--- src/rtl/uart_tx_fifo.sv ---
// Byte FIFO and launch controller in front of the UART transmitter.
// Bytes are queued from the bus side and handed out one at a time, paced by tx_busy.
module uart_tx_fifo #(
    parameter int DEPTH = 16,
    parameter int AW    = 4
) (
    input  logic          clk_50m,
    input  logic          rst_n,
    input  logic          wr_en,
    input  logic [7:0]    din,
    input  logic          flush,
    output logic          full,
    output logic          empty,
    output logic [AW:0]   count,
    output logic          overflow,
    output logic [7:0]    tx_din,
    output logic          tx_wr_en,
    input  logic          tx_busy
);

    typedef enum logic [1:0] {
        IDLE  = 2'd0,
        ISSUE = 2'd1,
        WAIT  = 2'd2
    } state_t;

    localparam logic [AW:0] DEPTH_W = (AW + 1)'(DEPTH);

    logic [7:0]  mem [DEPTH];
    logic [AW:0] wr_ptr;
    logic [AW:0] rd_ptr;
    state_t      state;
    state_t      next_state;
    logic        launch;
    logic        push;

    // One extra pointer bit distinguishes full from empty when the indices match.
    assign count = wr_ptr - rd_ptr;
    assign full  = (count == DEPTH_W);
    assign empty = (count == '0);
    assign push  = wr_en && !full && !flush;

    always_ff @(posedge clk_50m) begin
        if (push) begin
            mem[wr_ptr[AW-1:0]] <= din;
        end
    end

    always_comb begin
        next_state = state;
        launch     = 1'b0;
        case (state)
            IDLE: begin
                if (!empty && !tx_busy) begin
                    launch     = 1'b1;
                    next_state = ISSUE;
                end
            end
            ISSUE:   next_state = WAIT;
            WAIT: begin
                if (!tx_busy) begin
                    next_state = IDLE;
                end
            end
            default: next_state = IDLE;
        endcase
    end

    // Flush moves rd_ptr only; an in-flight launch is left to finish.
    always_ff @(posedge clk_50m or negedge rst_n) begin
        if (!rst_n) begin
            state    <= IDLE;
            tx_wr_en <= 1'b0;
            tx_din   <= 8'h00;
            overflow <= 1'b0;
            wr_ptr   <= '0;
            rd_ptr   <= '0;
        end else begin
            state    <= next_state;
            tx_wr_en <= launch;
            overflow <= wr_en && full && !flush;
            if (launch) begin
                tx_din <= mem[rd_ptr[AW-1:0]];
            end
            if (push) begin
                wr_ptr <= wr_ptr + 1'b1;
            end
            if (flush) begin
                rd_ptr <= wr_ptr;
            end else if (launch) begin
                rd_ptr <= rd_ptr + 1'b1;
            end
        end
    end

endmodule
--- config.mk ---
export PLATFORM = sky130hd
export DESIGN_NAME = uart_tx_fifo
export DESIGN_NICKNAME = d
export VERILOG_FILES = /design/src/rtl/uart_tx_fifo.sv
export SDC_FILE = /design/constraint.sdc
export NUM_CORES = 1
export LEC_CHECK = 0
export BUFFER_PORTS_ARGS = -buffer_cell sky130_fd_sc_hd__buf_2
export CAP_MARGIN = 20
export CORE_MARGIN = 2
export CORE_UTILIZATION = 29
export CTS_CLUSTER_SIZE = 28
export DETAILED_ROUTE_END_ITERATION = 8
export SKIP_CTS_REPAIR_TIMING = 1
export SYNTH_ARGS = -nofsm -noshare
export SYNTH_HDL_FRONTEND = slang
export SYNTH_SLANG_ARGS = --single-unit
--- constraint.sdc ---
create_clock -name clk_50m -period 3.4 [get_ports clk_50m]
set_input_delay 0.51 -clock clk_50m [delete_from_list [all_inputs] [get_ports clk_50m]]
set_output_delay 0.51 -clock clk_50m [all_outputs]
set_load 0.05 [all_outputs]
==> results of run 1 <==
cell usage after synthesis, types with 3 or more instances:
cell type,number
ha_1,9
nand3_1,7
dfrtp_1,22
a21oi_1,4
nor3_1,4
clkbuf_1,9
xor2_1,6
inv_1,7
nor2_1,6
mux2_2,9
and4b_1,8
mux4_2,40
and4_1,3
buf_6,3
edfxtp_1,128
nand2_1,5
o21ai_0,4
final timing paths:
path	startpoint	to	slack, ns	cells past startpoint
min	rst_n	tx_din[3]$_DFFE_PN0P_	0.07	1
max in group asynchronous	rst_n	wr_ptr[0]$_DFFE_PN0P_	2.92	1
max	wr_ptr[0]$_DFFE_PN0P_	full	0.07	9
min reg2reg	tx_din[2]$_DFFE_PN0P_	tx_din[2]$_DFFE_PN0P_	0.50	1
min in group clk_50m	tx_busy	state[1]$_DFFE_PN0P_	0.35	3
max reg2reg	wr_ptr[0]$_DFFE_PN0P_	mem[6][2]$_DFFE_PP_	0.19	10
cell usage in the layout, fill, tap and decap left out, types with 3 or more instances in the layout:
cell | Yosys | layout
nand2_1 | 5 | 5
nand3_1 | 7 | 7
dfrtp_1 | 22 | 20
and4b_1 | 8 | 4
nor3_1 | 4 | 4
o21ai_0 | 4 | 4
clkinv_4 | 0 | 4
xor2_1 | 6 | 5
edfxtp_1 | 128 | 128
mux4_2 | 40 | 40
clkbuf_16 | 0 | 17
bufinv_16 | 0 | 4
buf_4 | 1 | 13
a21oi_1 | 4 | 4
inv_1 | 7 | 6
mux2_2 | 9 | 9
inv_2 | 2 | 3
nor2_1 | 6 | 5
ha_1 | 9 | 9
inv_8 | 0 | 3
and4b_2 | 0 | 4
buf_2 | 0 | 27
where the power goes:
part	internal (uW)	switching (uW)	total, uW
clock	1250	786	2040
combinational	1030	1650	2680
sequential	2210	110	2330
total	4490	2540	7040
per-stage QoR:
step / instance area (um2) / utilization, %
final: 7380 / 35.2
after global routing: 7380 / 35.2
after CTS: 7360 / 35.1
after detailed placement: 6710 / 32.0
after global placement: 6710 / 32.0
after floorplan: 6210 / -
layer usage:
metal  routed length, um  vias to the layer above  global-route usage, %  share of wire (%)
li1                    -                     1363                      -                  -
met1                5770                     1660                   16.5                 46
met4                 199                        0                   4.76                1.6
met3                 539                       17                   2.50                4.3
met5                   0                        -                      0                  0
met2                6140                       57                   18.2                 49
worst max-delay path: stages (launching register included):
cell      delay [ns]
dfrtp_2         0.45
inv_2           0.10
ha_1            0.17
inv_1           0.06
fa_2            0.47
nor3b_2         0.19
nand4b_1        0.22
a211oi_4        0.34
buf_4           0.18
clkbuf_4        0.23
layout make-up:
cell class | instances | area share (%)
multi-input cells | 134 | 23.2
well taps | 275 | 4.66
clock buffers | 17 | 5.76
clock inverters | 15 | 2.97
repair buffers | 42 | 3.41
flip-flops and latches | 150 | 59.6
inverters | 9 | 0.458
logic make-up after synthesis:
logic type / Yosys count / synth area share (%)
flip-flops: 150 / 71.2
AND/OR/NAND/NOR: 51 / 5.66
multiplexers: 50 / 16.4
buffers and inverters: 23 / 1.82
AO/OA/AOI/OAI: 16 / 1.76
adder cells (fa/ha/maj): 10 / 2.15
XOR/XNOR: 7 / 0.994
state kept, by name, indices dropped and copies added (netlist names):
signal / count
state: 2
rd_ptr: 5
tx_wr_en: 1
wr_ptr: 5
overflow: 1
mem: 128
tx_din: 8
==> results.py, run 1 <==
metrics = {
    "synth": {
        "ys_seq_area_share_pct": 71.2,
        "synth_cell_types": 41,
        "syn_area_per_cell_um2": 20.1,
        "yosys.area.top_type": "edfxtp_1",
        "synth_top_cell_area_share_pct": 62.3,
        "yosys_warnings": 0,
        "synth_area_leaders": "edfxtp_1, mux4_2, dfrtp_1",
        "synthArstFlopShare_pct": 14.7,
        "synth-edff-count": 128,
        "synth_area_um2": 6170,
        "syn_inst": 307,
        "synth_nets": 330,
        "synthFlopType": "edfxtp_1",
        "ys_seq_elements": 150,
    },
    "place": {
        "dp_hpwl_mm": 8.04,
        "place.gp.congestion": 0.816,
        "pre_cts_ws_ns": 0.283,
        "port_buffers": 29,
        "dp_cells": 609,
    },
    "clock_network": {
        "cts_buffers": 17,
        "cts_tree": "built",
        "clock_path_buffers": 2,
        "cts-root-buf": "clkbuf_16",
        "worstSkewPairLatency_ns": 0.43,
        "cts_max_level": 4,
        "clk_pin_slew_ns": 0.06,
        "clock_sinks": 150,
    },
    "global_routing": {
        "grtUsageTotal_pct": 11.9,
        "grt_max_degree": 37,
        "grt_pass1_wl_mm": 19.4,
        "antenna_found_initial": 0,
        "grt_pass1_vias": 3169,
        "overflow": 0,
    },
    "setup_path": {
        "worstSetupPathType": "reg -> out",
        "worst-endpoint-required_ns": 2.89,
        "cp.arrival_ns": 2.82,
        "cp_max_fo": 5,
        "endpoint_kind": "output port",
        "cp-start-kind": "register",
    },
    "route": {
        "viasPerCell": 4.82,
        "vias": 3097,
        "dr.pass1.iters": 6,
        "drtAntennaViolNets": 0,
        "totalWireLength_mm": 12.6,
        "wl_per_cell_um": 19.7,
        "route.detailed.drc": 0,
        "drt_iter0_drc": 322,
    },
    "timing": {
        "max_freq_mhz": 300,
        "final.setup.worst_slack_ns": 0.0671,
        "fin_skew_ns": 0.00910,
        "post-route-period-util_pct": 98.0,
        "worst_hold_slack_ns": 0.0723,
        "maxSlewViolCount": 0,
        "max-slew-margin-rel_pct": 53.4,
        "finalSetupTns_ns": 0,
        "finalCriticalPeriod_ns": 3.33,
        "worst_pin_slew_ns": 0.699,
        "finalSetupViolCount": 0,
        "hold_viol_final": 0,
    },
    "final_layout": {
        "nNetsFinal": 377,
        "num-fill-cells": 1970,
        "area_delta_synth_final_pct": 19.6,
        "drive_gt1_share_pct": 39.5,
        "multi_input_area_um2": 1710,
        "n_antenna_cell": 0,
        "stdcell_count": 642,
        "final-seq-area_um2": 4400,
    },
    "min_path": {
        "min_path_type": "in -> async",
    },
    "power": {
        "p_total_uw": 7040,
        "powerDensity_nw_per_um2": 953,
        "ir_drop_v": 0.000387,
        "p_leak_uw": 0.00254,
    },
    "job": {
        "maxCapViolCount": 0,
    },
    "floorplan": {
        "rows": 53,
        "dieArea_um2": 22500,
        "start_util_pct": 29.4,
        "pin_count": 30,
        "core_um2": 21000,
        "die_h_um": 150,
        "die_w_um": 150,
    },
    "status": {
        "status": "finished clean",
    },
}
Note: power is estimated with default switching activity, not from simulation.
==> run 2: changes to the inputs <==
clock period = 3.1 ns   (was 3.4 ns; I/O delays follow)
==> run 2 against run 1 <==
Against the previous run:
- hold slack worse by 0.039 ns
- register-to-register slack worse by 0.04 ns
- sequential power is 9.9% higher
- count of clock-buffer cells in the layout is 1 higher
- wire length is 2.2% higher
- design area is 0.36% higher
- sequential cell count stayed put
- clock power is 9% higher
- critical path depth stayed put
- power is 11% higher
- combinational power is 12% higher
- die area stayed put
- critical path type unchanged
- critical endpoint is now empty
==> results.py, run 2 (synthesis gave the netlist of run 1 again) <==
metrics = {
    "status": {
        "status": "finished clean",
    },
    "route": {
        "wl_met3_um": 843,
        "drtAntennaViolNets": 0,
        "maxUsedRoutingLayer": "met4",
        "wl_per_cell_um": 20.3,
        "route.detailed.drc": 0,
        "viasPerCell": 4.81,
        "m1WireLength_mm": 5.50,
        "wl_met2_mm": 6.42,
        "vias": 3066,
        "dr.pass1.iters": 4,
        "drt_iter0_drc": 286,
        "totalWireLength_mm": 12.9,
    },
    "setup_path": {
        "cp_max_fo": 5,
        "endpoint_kind": "output port",
        "cp-start-kind": "register",
        "worstSetupPathType": "reg -> out",
        "worst-endpoint-required_ns": 2.63,
        "cp.arrival_ns": 2.54,
    },
    "place": {
        "place.gp.congestion": 0.775,
        "dp_hpwl_mm": 8.41,
        "placedInstanceArea_um2": 6730,
        "port_buffers": 29,
    },
    "timing": {
        "finalSetupViolCount": 0,
        "max_freq_mhz": 333,
        "worst_pin_slew_ns": 0.706,
        "hold_viol_final": 0,
        "maxSlewViolCount": 0,
        "post-route-period-util_pct": 97.0,
        "finalCriticalPeriod_ns": 3.01,
        "finalSetupTns_ns": 0,
        "fin_skew_ns": 0.00866,
        "worst_hold_slack_ns": 0.0330,
        "max-slew-margin-rel_pct": 52.9,
        "rsz0062_at_grt": "false",
    },
    "final_layout": {
        "n_antenna_cell": 0,
        "final_cell_mix": "edfxtp_1, mux4_2, buf_2, dfrtp_1, clkbuf_16",
        "final-seq-area_um2": 4400,
        "drive_gt1_share_pct": 39.7,
        "num-fill-cells": 1959,
        "largest_reg_flops": 128,
        "area_delta_synth_final_pct": 20.0,
        "final_common_cell": "edfxtp_1",
        "multi_input_area_um2": 1750,
        "nNetsFinal": 375,
        "design_area_um2": 7410,
    },
    "floorplan": {
        "core_um2": 21000,
        "rows": 53,
        "dieArea_um2": 22500,
        "die_h_um": 150,
        "start_util_pct": 29.4,
        "pin_count": 30,
        "die_w_um": 150,
    },
    "clock_network": {
        "worstSkewPairLatency_ns": 0.41,
        "clock_path_buffers": 2,
        "cts-root-buf": "clkbuf_16",
        "clk_pin_slew_ns": 0.06,
        "cts_buffers": 17,
        "cts_max_level": 4,
        "cts_tree": "built",
        "clock_sinks": 150,
    },
    "power": {
        "p_total_uw": 7800,
        "p_leak_uw": 0.00252,
        "powerDensity_nw_per_um2": 1050,
        "ir_drop_v": 0.000451,
    },
    "min_path": {
        "min_path_type": "in -> async",
    },
    "global_routing": {
        "grt_pass1_vias": 3172,
        "grtUsageTotal_pct": 12.2,
        "antenna_found_initial": 0,
        "grt_max_degree": 37,
        "grt_pass1_wl_mm": 19.8,
        "overflow": 0,
    },
    "job": {
        "maxCapViolCount": 0,
    },
}
## run 2: cell types whose count changed in the layout (fill, tap and decap cells not counted), sizes merged
cell,delta
clkinvlp,-1
inv,-5
bufinv,+2
clkinv,+1
buf,-1
## run 2: report_power, final
| part | internal [uW] | switching (uW) | total [uW] | leakage, uW |
|---|---|---|---|---|
| registers | 2430 | 132 | 2560 | 0.00142 |
| clock network | 1490 | 742 | 2230 | 0.000310 |
| logic | 1170 | 1840 | 3010 | 0.000796 |
| total | 5090 | 2710 | 7800 | 0.00252 |
## run 2: worst paths after layout
check                                 startpoint               endpoint  slack, ns  depth (start not counted)
min                                        rst_n   state[1]$_DFFE_PN0P_       0.03                          1
max reg2reg                wr_ptr[0]$_DFFE_PN0P_    mem[8][0]$_DFFE_PP_       0.15                         10
min in group clk_50m                       wr_en     overflow$_DFF_PN0_       0.32                          2
max in group asynchronous                  rst_n  wr_ptr[0]$_DFFE_PN0P_       2.66                          1
min reg2reg                tx_din[1]$_DFFE_PN0P_  tx_din[1]$_DFFE_PN0P_       0.50                          1
max                        wr_ptr[0]$_DFFE_PN0P_                  empty       0.09                          9
## run 2: metal layers
layer	GRT usage (%)	vias to the layer above
met2	18.9	89
li1	-	1358
met5	0	-
met1	16.8	1607
met4	4.67	0
met3	2.56	12
## run 2: area by class of cell
type                       count  share of cell area (%)
clock buffer                  18                    5.79
clock inverter                12                    2.82
inverter                       9                   0.490
multi-input combinational    134                    23.6
sequential                   150                    59.4
tap                          275                    4.65
timing repair buffer          40                    3.24
## run 2: per-stage QoR
stage / utilization (%) / instances / setup slack (ns)
global route: 35.3 / 638 / 0.0125
floorplan: - / 307 / -0.171
finish: 35.3 / 638 / 0.0930
global placement: 32.1 / 607 / 0.286
CTS: 35.2 / 637 / -0.261
detailed placement: 32.1 / 607 / 0.190
## run 2: worst max-delay path: stages, from the launching register on
cell,delay [ns]
dfrtp_2,0.45
inv_4,0.10
ha_4,0.13
inv_2,0.03
fa_2,0.46
nand3b_1,0.18
a211o_1,0.31
a2bb2o_4,0.27
inv_2,0.06
buf_6,0.15
